`src/rtl/wb_trace_pkg.sv`:
```
// wb_trace_pkg: shared widths, defaults and the retirement record type for the WB tracer
package wb_trace_pkg;
    localparam int XLEN         = 32;
    localparam int DEF_DEPTH    = 8;
    localparam int DEF_AF_SLACK = 2;
    typedef struct packed {
        logic [63:0]     order;
        logic [XLEN-1:0] pc;
        logic [31:0]     insn;
        logic [4:0]      rd;
        logic [XLEN-1:0] rd_wdata;
        logic            trap;
    } trace_rec_t;
endpackage

```
`src/rtl/wb_retire_tracer_if.sv`:
```
// wb_retire_tracer_if: writeback-stage retirement inputs and the valid/ready trace record port
interface wb_retire_tracer_if;
    import wb_trace_pkg::*;
    logic            wb_valid_i;
    logic [XLEN-1:0] wb_pc_i;
    logic [31:0]     wb_insn_i;
    logic            wb_we_i;
    logic [4:0]      wb_dst_i;
    logic [XLEN-1:0] wb_r_i;
    logic            wb_trap_i;
    logic            trc_valid_o;
    logic            trc_ready_i;
    logic [63:0]     trc_order_o;
    logic [XLEN-1:0] trc_pc_o;
    logic [31:0]     trc_insn_o;
    logic [4:0]      trc_rd_o;
    logic [XLEN-1:0] trc_rd_wdata_o;
    logic            trc_trap_o;
    modport slave (
        input  wb_valid_i, wb_pc_i, wb_insn_i, wb_we_i, wb_dst_i, wb_r_i, wb_trap_i, trc_ready_i,
        output trc_valid_o, trc_order_o, trc_pc_o, trc_insn_o, trc_rd_o, trc_rd_wdata_o, trc_trap_o
    );
    modport master (
        output wb_valid_i, wb_pc_i, wb_insn_i, wb_we_i, wb_dst_i, wb_r_i, wb_trap_i, trc_ready_i,
        input  trc_valid_o, trc_order_o, trc_pc_o, trc_insn_o, trc_rd_o, trc_rd_wdata_o, trc_trap_o
    );
endinterface

```
`src/rtl/trace_fifo.sv`:
```
// trace_fifo: first-word fall-through FIFO of trace records; head reads as zero when empty
module trace_fifo
    import wb_trace_pkg::*;
#(
    parameter int DEPTH = DEF_DEPTH,
    localparam int AW   = $clog2(DEPTH)
) (
    input  logic       clk,
    input  logic       rst_n,
    input  logic       push,
    input  logic       pop,
    input  trace_rec_t din,
    output trace_rec_t dout,
    output logic       full,
    output logic       empty,
    output logic [AW:0] level
);
    trace_rec_t      mem [DEPTH];
    logic [AW-1:0]   wr_ptr, rd_ptr;
    logic            do_pop;
    assign do_pop = pop && !empty;
    assign empty  = level == '0;
    assign full   = level == (AW+1)'(DEPTH);
    assign dout   = empty ? '0 : mem[rd_ptr];
    always_ff @(posedge clk)
        if (push) mem[wr_ptr] <= din;
    always_ff @(posedge clk or negedge rst_n)
        if (!rst_n) begin
            wr_ptr <= '0;
            rd_ptr <= '0;
            level  <= '0;
        end else begin
            if (push) wr_ptr <= wr_ptr + 1'b1;
            if (do_pop) rd_ptr <= rd_ptr + 1'b1;
            level <= level + (AW+1)'(push) - (AW+1)'(do_pop);
        end
endmodule

```
`src/rtl/wb_retire_tracer.sv`:
```
// wb_retire_tracer: stamps and buffers every WB retirement, flags almost-full and counts dropped records
module wb_retire_tracer
    import wb_trace_pkg::*;
#(
    parameter int DEPTH    = DEF_DEPTH,
    parameter int AF_SLACK = DEF_AF_SLACK,
    localparam int LW      = $clog2(DEPTH) + 1
) (
    input  logic                 clk,
    input  logic                 rst_n,
    wb_retire_tracer_if.slave    trc,
    input  logic                 clear_i,
    output logic                 stall_req_o,
    output logic                 overflow_o,
    output logic [15:0]          drop_cnt_o,
    output logic [LW-1:0]        level_o
);
    logic [63:0] order;
    logic        full, empty, pop, push, drop;
    logic [4:0]  rd;
    trace_rec_t  din, dout;
    assign pop  = !empty && trc.trc_ready_i;
    assign push = trc.wb_valid_i && (!full || pop);
    assign drop = trc.wb_valid_i && full && !pop;
    assign rd   = (trc.wb_we_i && !trc.wb_trap_i && trc.wb_dst_i != 5'd0) ? trc.wb_dst_i : 5'd0;
    assign din  = '{order: order, pc: trc.wb_pc_i, insn: trc.wb_insn_i, rd: rd,
                    rd_wdata: (rd != 5'd0) ? trc.wb_r_i : '0, trap: trc.wb_trap_i};
    // order advances on every retirement so dropped records leave visible gaps
    always_ff @(posedge clk or negedge rst_n)
        if (!rst_n) begin
            order      <= '0;
            overflow_o <= 1'b0;
            drop_cnt_o <= '0;
        end else begin
            if (trc.wb_valid_i) order <= order + 64'd1;
            overflow_o <= drop || (overflow_o && !clear_i);
            drop_cnt_o <= drop ? (clear_i ? 16'd1 : drop_cnt_o + {15'd0, drop_cnt_o != 16'hFFFF})
                               : (clear_i ? 16'd0 : drop_cnt_o);
        end
    trace_fifo #(.DEPTH(DEPTH)) u_fifo (
        .clk   (clk),
        .rst_n (rst_n),
        .push  (push),
        .pop   (pop),
        .din   (din),
        .dout  (dout),
        .full  (full),
        .empty (empty),
        .level (level_o)
    );
    assign stall_req_o        = (LW'(DEPTH) - level_o) <= LW'(AF_SLACK);
    assign trc.trc_valid_o    = !empty;
    assign trc.trc_order_o    = dout.order;
    assign trc.trc_pc_o       = dout.pc;
    assign trc.trc_insn_o     = dout.insn;
    assign trc.trc_rd_o       = dout.rd;
    assign trc.trc_rd_wdata_o = dout.rd_wdata;
    assign trc.trc_trap_o     = dout.trap;
endmodule

```
`src/flat_wrapper.sv`:
```
// flat-port wrapper written by rule: the top's interface ports become plain ports
module wb_retire_tracer_flat import wb_trace_pkg::*;
#(
    parameter int DEPTH    = DEF_DEPTH,
    parameter int AF_SLACK = DEF_AF_SLACK,
    localparam int LW      = $clog2(DEPTH) + 1
)
  (clk, rst_n, clear_i, stall_req_o, overflow_o, drop_cnt_o, level_o, trc_wb_valid_i, trc_wb_pc_i, trc_wb_insn_i, trc_wb_we_i, trc_wb_dst_i, trc_wb_r_i, trc_wb_trap_i, trc_trc_ready_i, trc_trc_valid_o, trc_trc_order_o, trc_trc_pc_o, trc_trc_insn_o, trc_trc_rd_o, trc_trc_rd_wdata_o, trc_trc_trap_o);
  wb_retire_tracer_if trc_i ();
  input  logic clk;
  input  logic rst_n;
  input  logic clear_i;
  output logic stall_req_o;
  output logic overflow_o;
  output logic [15:0] drop_cnt_o;
  output logic [LW-1:0] level_o;
  input wire logic [$bits(trc_i.wb_valid_i)-1:0] trc_wb_valid_i;
  input wire logic [$bits(trc_i.wb_pc_i)-1:0] trc_wb_pc_i;
  input wire logic [$bits(trc_i.wb_insn_i)-1:0] trc_wb_insn_i;
  input wire logic [$bits(trc_i.wb_we_i)-1:0] trc_wb_we_i;
  input wire logic [$bits(trc_i.wb_dst_i)-1:0] trc_wb_dst_i;
  input wire logic [$bits(trc_i.wb_r_i)-1:0] trc_wb_r_i;
  input wire logic [$bits(trc_i.wb_trap_i)-1:0] trc_wb_trap_i;
  input wire logic [$bits(trc_i.trc_ready_i)-1:0] trc_trc_ready_i;
  output wire logic [$bits(trc_i.trc_valid_o)-1:0] trc_trc_valid_o;
  output wire logic [$bits(trc_i.trc_order_o)-1:0] trc_trc_order_o;
  output wire logic [$bits(trc_i.trc_pc_o)-1:0] trc_trc_pc_o;
  output wire logic [$bits(trc_i.trc_insn_o)-1:0] trc_trc_insn_o;
  output wire logic [$bits(trc_i.trc_rd_o)-1:0] trc_trc_rd_o;
  output wire logic [$bits(trc_i.trc_rd_wdata_o)-1:0] trc_trc_rd_wdata_o;
  output wire logic [$bits(trc_i.trc_trap_o)-1:0] trc_trc_trap_o;
  assign trc_i.wb_valid_i = trc_wb_valid_i;
  assign trc_i.wb_pc_i = trc_wb_pc_i;
  assign trc_i.wb_insn_i = trc_wb_insn_i;
  assign trc_i.wb_we_i = trc_wb_we_i;
  assign trc_i.wb_dst_i = trc_wb_dst_i;
  assign trc_i.wb_r_i = trc_wb_r_i;
  assign trc_i.wb_trap_i = trc_wb_trap_i;
  assign trc_i.trc_ready_i = trc_trc_ready_i;
  assign trc_trc_valid_o = trc_i.trc_valid_o;
  assign trc_trc_order_o = trc_i.trc_order_o;
  assign trc_trc_pc_o = trc_i.trc_pc_o;
  assign trc_trc_insn_o = trc_i.trc_insn_o;
  assign trc_trc_rd_o = trc_i.trc_rd_o;
  assign trc_trc_rd_wdata_o = trc_i.trc_rd_wdata_o;
  assign trc_trc_trap_o = trc_i.trc_trap_o;
  wb_retire_tracer #(.DEPTH(DEPTH), .AF_SLACK(AF_SLACK)) u_core (.clk(clk), .rst_n(rst_n), .trc(trc_i), .clear_i(clear_i), .stall_req_o(stall_req_o), .overflow_o(overflow_o), .drop_cnt_o(drop_cnt_o), .level_o(level_o));
endmodule
```
`config.mk`:
```
export PLATFORM = sky130hd
export DESIGN_NAME = wb_retire_tracer_flat
export DESIGN_NICKNAME = d
export VERILOG_FILES = /design/src/rtl/wb_trace_pkg.sv /design/src/rtl/wb_retire_tracer_if.sv /design/src/rtl/trace_fifo.sv /design/src/rtl/wb_retire_tracer.sv /design/src/flat_wrapper.sv
export SDC_FILE = /design/constraint.sdc
export NUM_CORES = 2
export LEC_CHECK = 0
export ABC_AREA = 1
export CORE_UTILIZATION = 45
export CTS_BUF_LIST = sky130_fd_sc_hd__clkbuf_8
export DETAILED_ROUTE_END_ITERATION = 10
export GPL_ROUTABILITY_DRIVEN = 0
export PLACE_DENSITY_LB_ADDON = 0.12
export SYNTH_ARGS = -nofsm -noshare
export SYNTH_HDL_FRONTEND = slang
export SYNTH_SLANG_ARGS = --single-unit
```
`constraint.sdc`:
```
create_clock -name clk -period 11.9 [get_ports clk]
set_clock_uncertainty 0.05 [all_clocks]
set_input_delay 1.19 -clock clk [delete_from_list [all_inputs] [get_ports clk]]
set_output_delay 1.19 -clock clk [all_outputs]
set_load 0.01 [all_outputs]
```
==> flow_summary.ini <==
[sta]
slew_headroom_pct = 12.53
report.final.hold_viol_count = 0
final_worst_path_period_share_pct = 67.96
finalWorstPathRequiredPeriod_ns = 8.087
fin_ws_ns = 3.813
unrepaired_setup_endpoints_after_global_routing = no
top_achievable_clock_speed_mhz = 123.6
final-setup-viol-count = 0
hold-worst-slack_ns = 0.2607
setup_tns_ns = 0
worst-slew-pin-transition_ns = 1.312
final_max_slew_viol_count = 0

[synthesis]
post_synth_main_area_contributors = edfxtp_1, nor2_1, o21ai_0
most_repeated_cell_in_the_gate_level_netlist_after_synthesis = edfxtp_1
ys.warnings.count = 0
synth_largest_area_cell = edfxtp_1
ys_top_cells_by_count = edfxtp_1, nor2_1, o21ai_0
post_synthesis_compound_gate_area_fraction_pct = 9.347
synth_ff_type = edfxtp_1
synthXorXnorAreaFrac_pct = 0.7604
synth_adder_area_share_pct = 0.3607
synth_edf_count = 1328
synth.yosys.seq_area_share_pct = 73.20
yosys-mux-area-fraction_pct = 2.885
synth.cell_area_sq_um = 57590
synthesis.nets = 4691
synth_top_family_by_area = simple AND/OR/NAND/NOR gates
count_of_mapped_cells_out_of_synthesis = 4567
post_synth_num_cell_types = 37
share_of_flip_flops_with_an_asynchronous_set_or_reset_after_synthesis_pct = 6.413
yosysTopAreaCellShare_pct = 69.25
synth_area_in_simple_gates_pct = 10.18
avgSynthCellArea_sq_um = 12.61
number_of_storage_elements_in_the_synthesis_netlist = 1419

[routing]
detail_route.wl_per_cell_um = 21.22
vias_per_inst = 5.343
detail_route.wirelength_um = 142700
starting_drt_drc_count = 2971
detailroute.via_count = 35930
antenna_left = 0
detail_route.drc_violations = 0
firstDrtPassIters = 5

[power]
vdd_ir_drop_max_mv = 0.2123
power_per_cell_area_nw_per_um2 = 244.3
share_seq_of_total_power_pct = 39.9
switching_power_w = 0.005817
int_pwr_w = 0.01027
combinational_power_share_pct = 36.5
clock_power_share_pct = 23.7
p_sw_share_pct = 36.16
leakagePower_nw = 22.81

[grt]
overflow = 0
grt_start_max_net_pins = 214
antenna_violations_before_repair = 3
grt_util_all_layers_pct = 21.83
grt_pass1_vias = 34837
grt_pass1_wl_um = 215900

[hold_path]
worst_hold_path_type = in -> async

[clocking]
max_h_tree_level = 4
cts.clk_slew.worst_paths_ns = 0.06
clkSinkCount = 1419
clock_tree_from_tritoncts = done
postCtsSetupRepairBufs = 0
cts_inserted_buffers = 229
insertion_delay_ns = 0.93
cts.root.buffer_cell = clkbuf_8
ctsLongestPathBuffers = 3
post_cts_hold_buffer_count = 0
cts_repair_resize_count = 0

[cells_and_area]
area_growth_pct = 14.31
sequential_cell_area_sq_um = 42170
final_layout_size_suffix_gt1_share_pct = 6.958
multi_input_area_sq_um = 13620
n_fill_cell = 10825
nets = 5007
postLayoutCoreUtil_pct = 52.16

[setup_path]
critical_path.max_stage_delay_ns = 0.95
timing.critical_path.arrival_ns = 6.85
path_delay_family = buffers and inverters
worstPathCellList = buf_4 -> buf_12 -> buf_4 -> buf_4 -> nor2_1 -> nor2_1 -> o21ai_0 -> o21ai_1 -> o21ai_0 -> nor2_1 -> clkdlybuf4s50_1
worst-setup-path-type = reg -> out
cp_slowest_cell = buf_4
cp_max_fo = 213
cp_num_buf_inv = 5
cp-start-kind = flop
setup.worst_path.end_class = primary output
critical_path_required_ns = 10.66

[die]
die_width_um = 359.7
starting_density_of_the_core_pct = 45.63
floorplan.rows = 130
die_height_um = 359.7
coreArea_sq_um = 126200
floorplan.io_pins = 297
dieArea_sq_um = 129400

[flow_run]
cap_violations = 0

[status]
outcome = finished clean

[placed_design]
dp_worst_setup_slack_ns = 4.709
io_buffers = 296
hpwl_um = 72930
==> metal layers <==
layer / wire length [um] / GRT usage (%) / up-vias
li1: - / - / 17026
met4: 2471 / 6.167 / 0
met5: 0 / 0 / -
met1: 65790 / 31.12 / 17775
met3: 7312 / 3.604 / 169
met2: 67120 / 34.60 / 960
==> worst reg2reg max path, delay by kind of cell, from the launching register on <==
kind          cells  cell delay, ns
fa+ha+maj         1            0.24
simple gates      6            2.24
buf+inv           4            2.01
flops             1            0.40
==> power by group through the flow <==
| stage | clock network [W] | logic [W] | registers, W |
|---|---|---|---|
| 6_report | 0.00381 | 0.00587 | 0.00641 |
| 5_1_grt | 0.00413 | 0.00646 | 0.00646 |
| 4_1_cts | 0.00392 | 0.00598 | 0.00641 |
| 3_5_place_dp | 0 | 0.00595 | 0.00651 |
| 3_3_place_gp | 0 | 0.00594 | 0.00650 |
| 2_1_floorplan | 0 | 0.00358 | 0.00652 |
==> cell type report <==
type	count	area share (%)
Sequential cell	1419	64.05
Antenna cell	2	0.007602
Inverter	112	0.6576
Clock inverter	182	1.296
Multi-Input combinational cell	2773	20.69
Tap cell	1650	3.136
Timing Repair Buffer	348	5.166
Clock buffer	239	4.997
==> worst paths after layout <==
kind | start | endpoint | slack [ns] | cells after the start
setup / recovery | u_core.u_fifo.rd_ptr[0]$_DFFE_PN0P_ | trc_trc_insn_o[25] | 3.81 | 11
hold / removal | rst_n | u_core.overflow_o$_DFF_PN0_ | 0.26 | 1
setup reg to reg | u_core.u_fifo.level[1]$_DFF_PN0_ | u_core.u_fifo.mem[5][130]$_DFFE_PP_ | 6.54 | 11
hold reg to reg | u_core.overflow_o$_DFF_PN0_ | u_core.overflow_o$_DFF_PN0_ | 0.44 | 2
max in group asynchronous | rst_n | u_core.order[32]$_DFFE_PN0P_ | 10.49 | 2
min in group clk | u_core.overflow_o$_DFF_PN0_ | u_core.overflow_o$_DFF_PN0_ | 0.44 | 2
==> cell families (layout without fill, tap and decap cells) <==
kind of cell,Yosys count,in the layout
compound gates,1032,1032
flops,1419,1419
mux,166,166
fa+ha+maj,16,16
xor+xnor,50,50
simple gates,1509,1509
other cells,0,2
buf+inv,375,881
==> stage by stage <==
stage / area [sq um] / power (W) / std cells
floorplan: 57590 / 0.01009 / 4567
global placement: 61680 / 0.01244 / 6302
detailed placement: 61680 / 0.01246 / 6302
CTS: 65830 / 0.01632 / 6723
global route: 65830 / 0.01706 / 6725
finish: 65830 / 0.01608 / 6725
==> registers in the layout (all words and copies together) (netlist names) <==
signal	count
u_core.u_fifo.rd_ptr	3
u_core.u_fifo.wr_ptr	3
u_core.u_fifo.level	4
u_core.u_fifo.mem	1328
u_core.overflow_o	1
u_core.order	64
u_core.drop_cnt_o	16
==> placed cells by master (no fill, tap or decap), types with 12 or more instances in the layout <==
cell	netlist	routed
ha_1	15	15
dfrtp_1	91	88
clkbuf_8	0	239
xnor2_1	26	26
nor3_1	12	12
nand2_1	233	232
o21ai_1	107	107
clkdlybuf4s50_1	0	295
edfxtp_1	1328	1328
a21oi_1	12	12
clkinv_2	0	18
nand3b_1	12	12
o21ai_0	742	742
xor2_1	24	24
nor2_1	1184	1176
nand3_1	40	40
inv_1	109	193
o22ai_1	168	168
mux2i_1	166	166
buf_4	21	49
clkinv_1	1	66
Note: power is estimated with default switching activity, not from simulation.
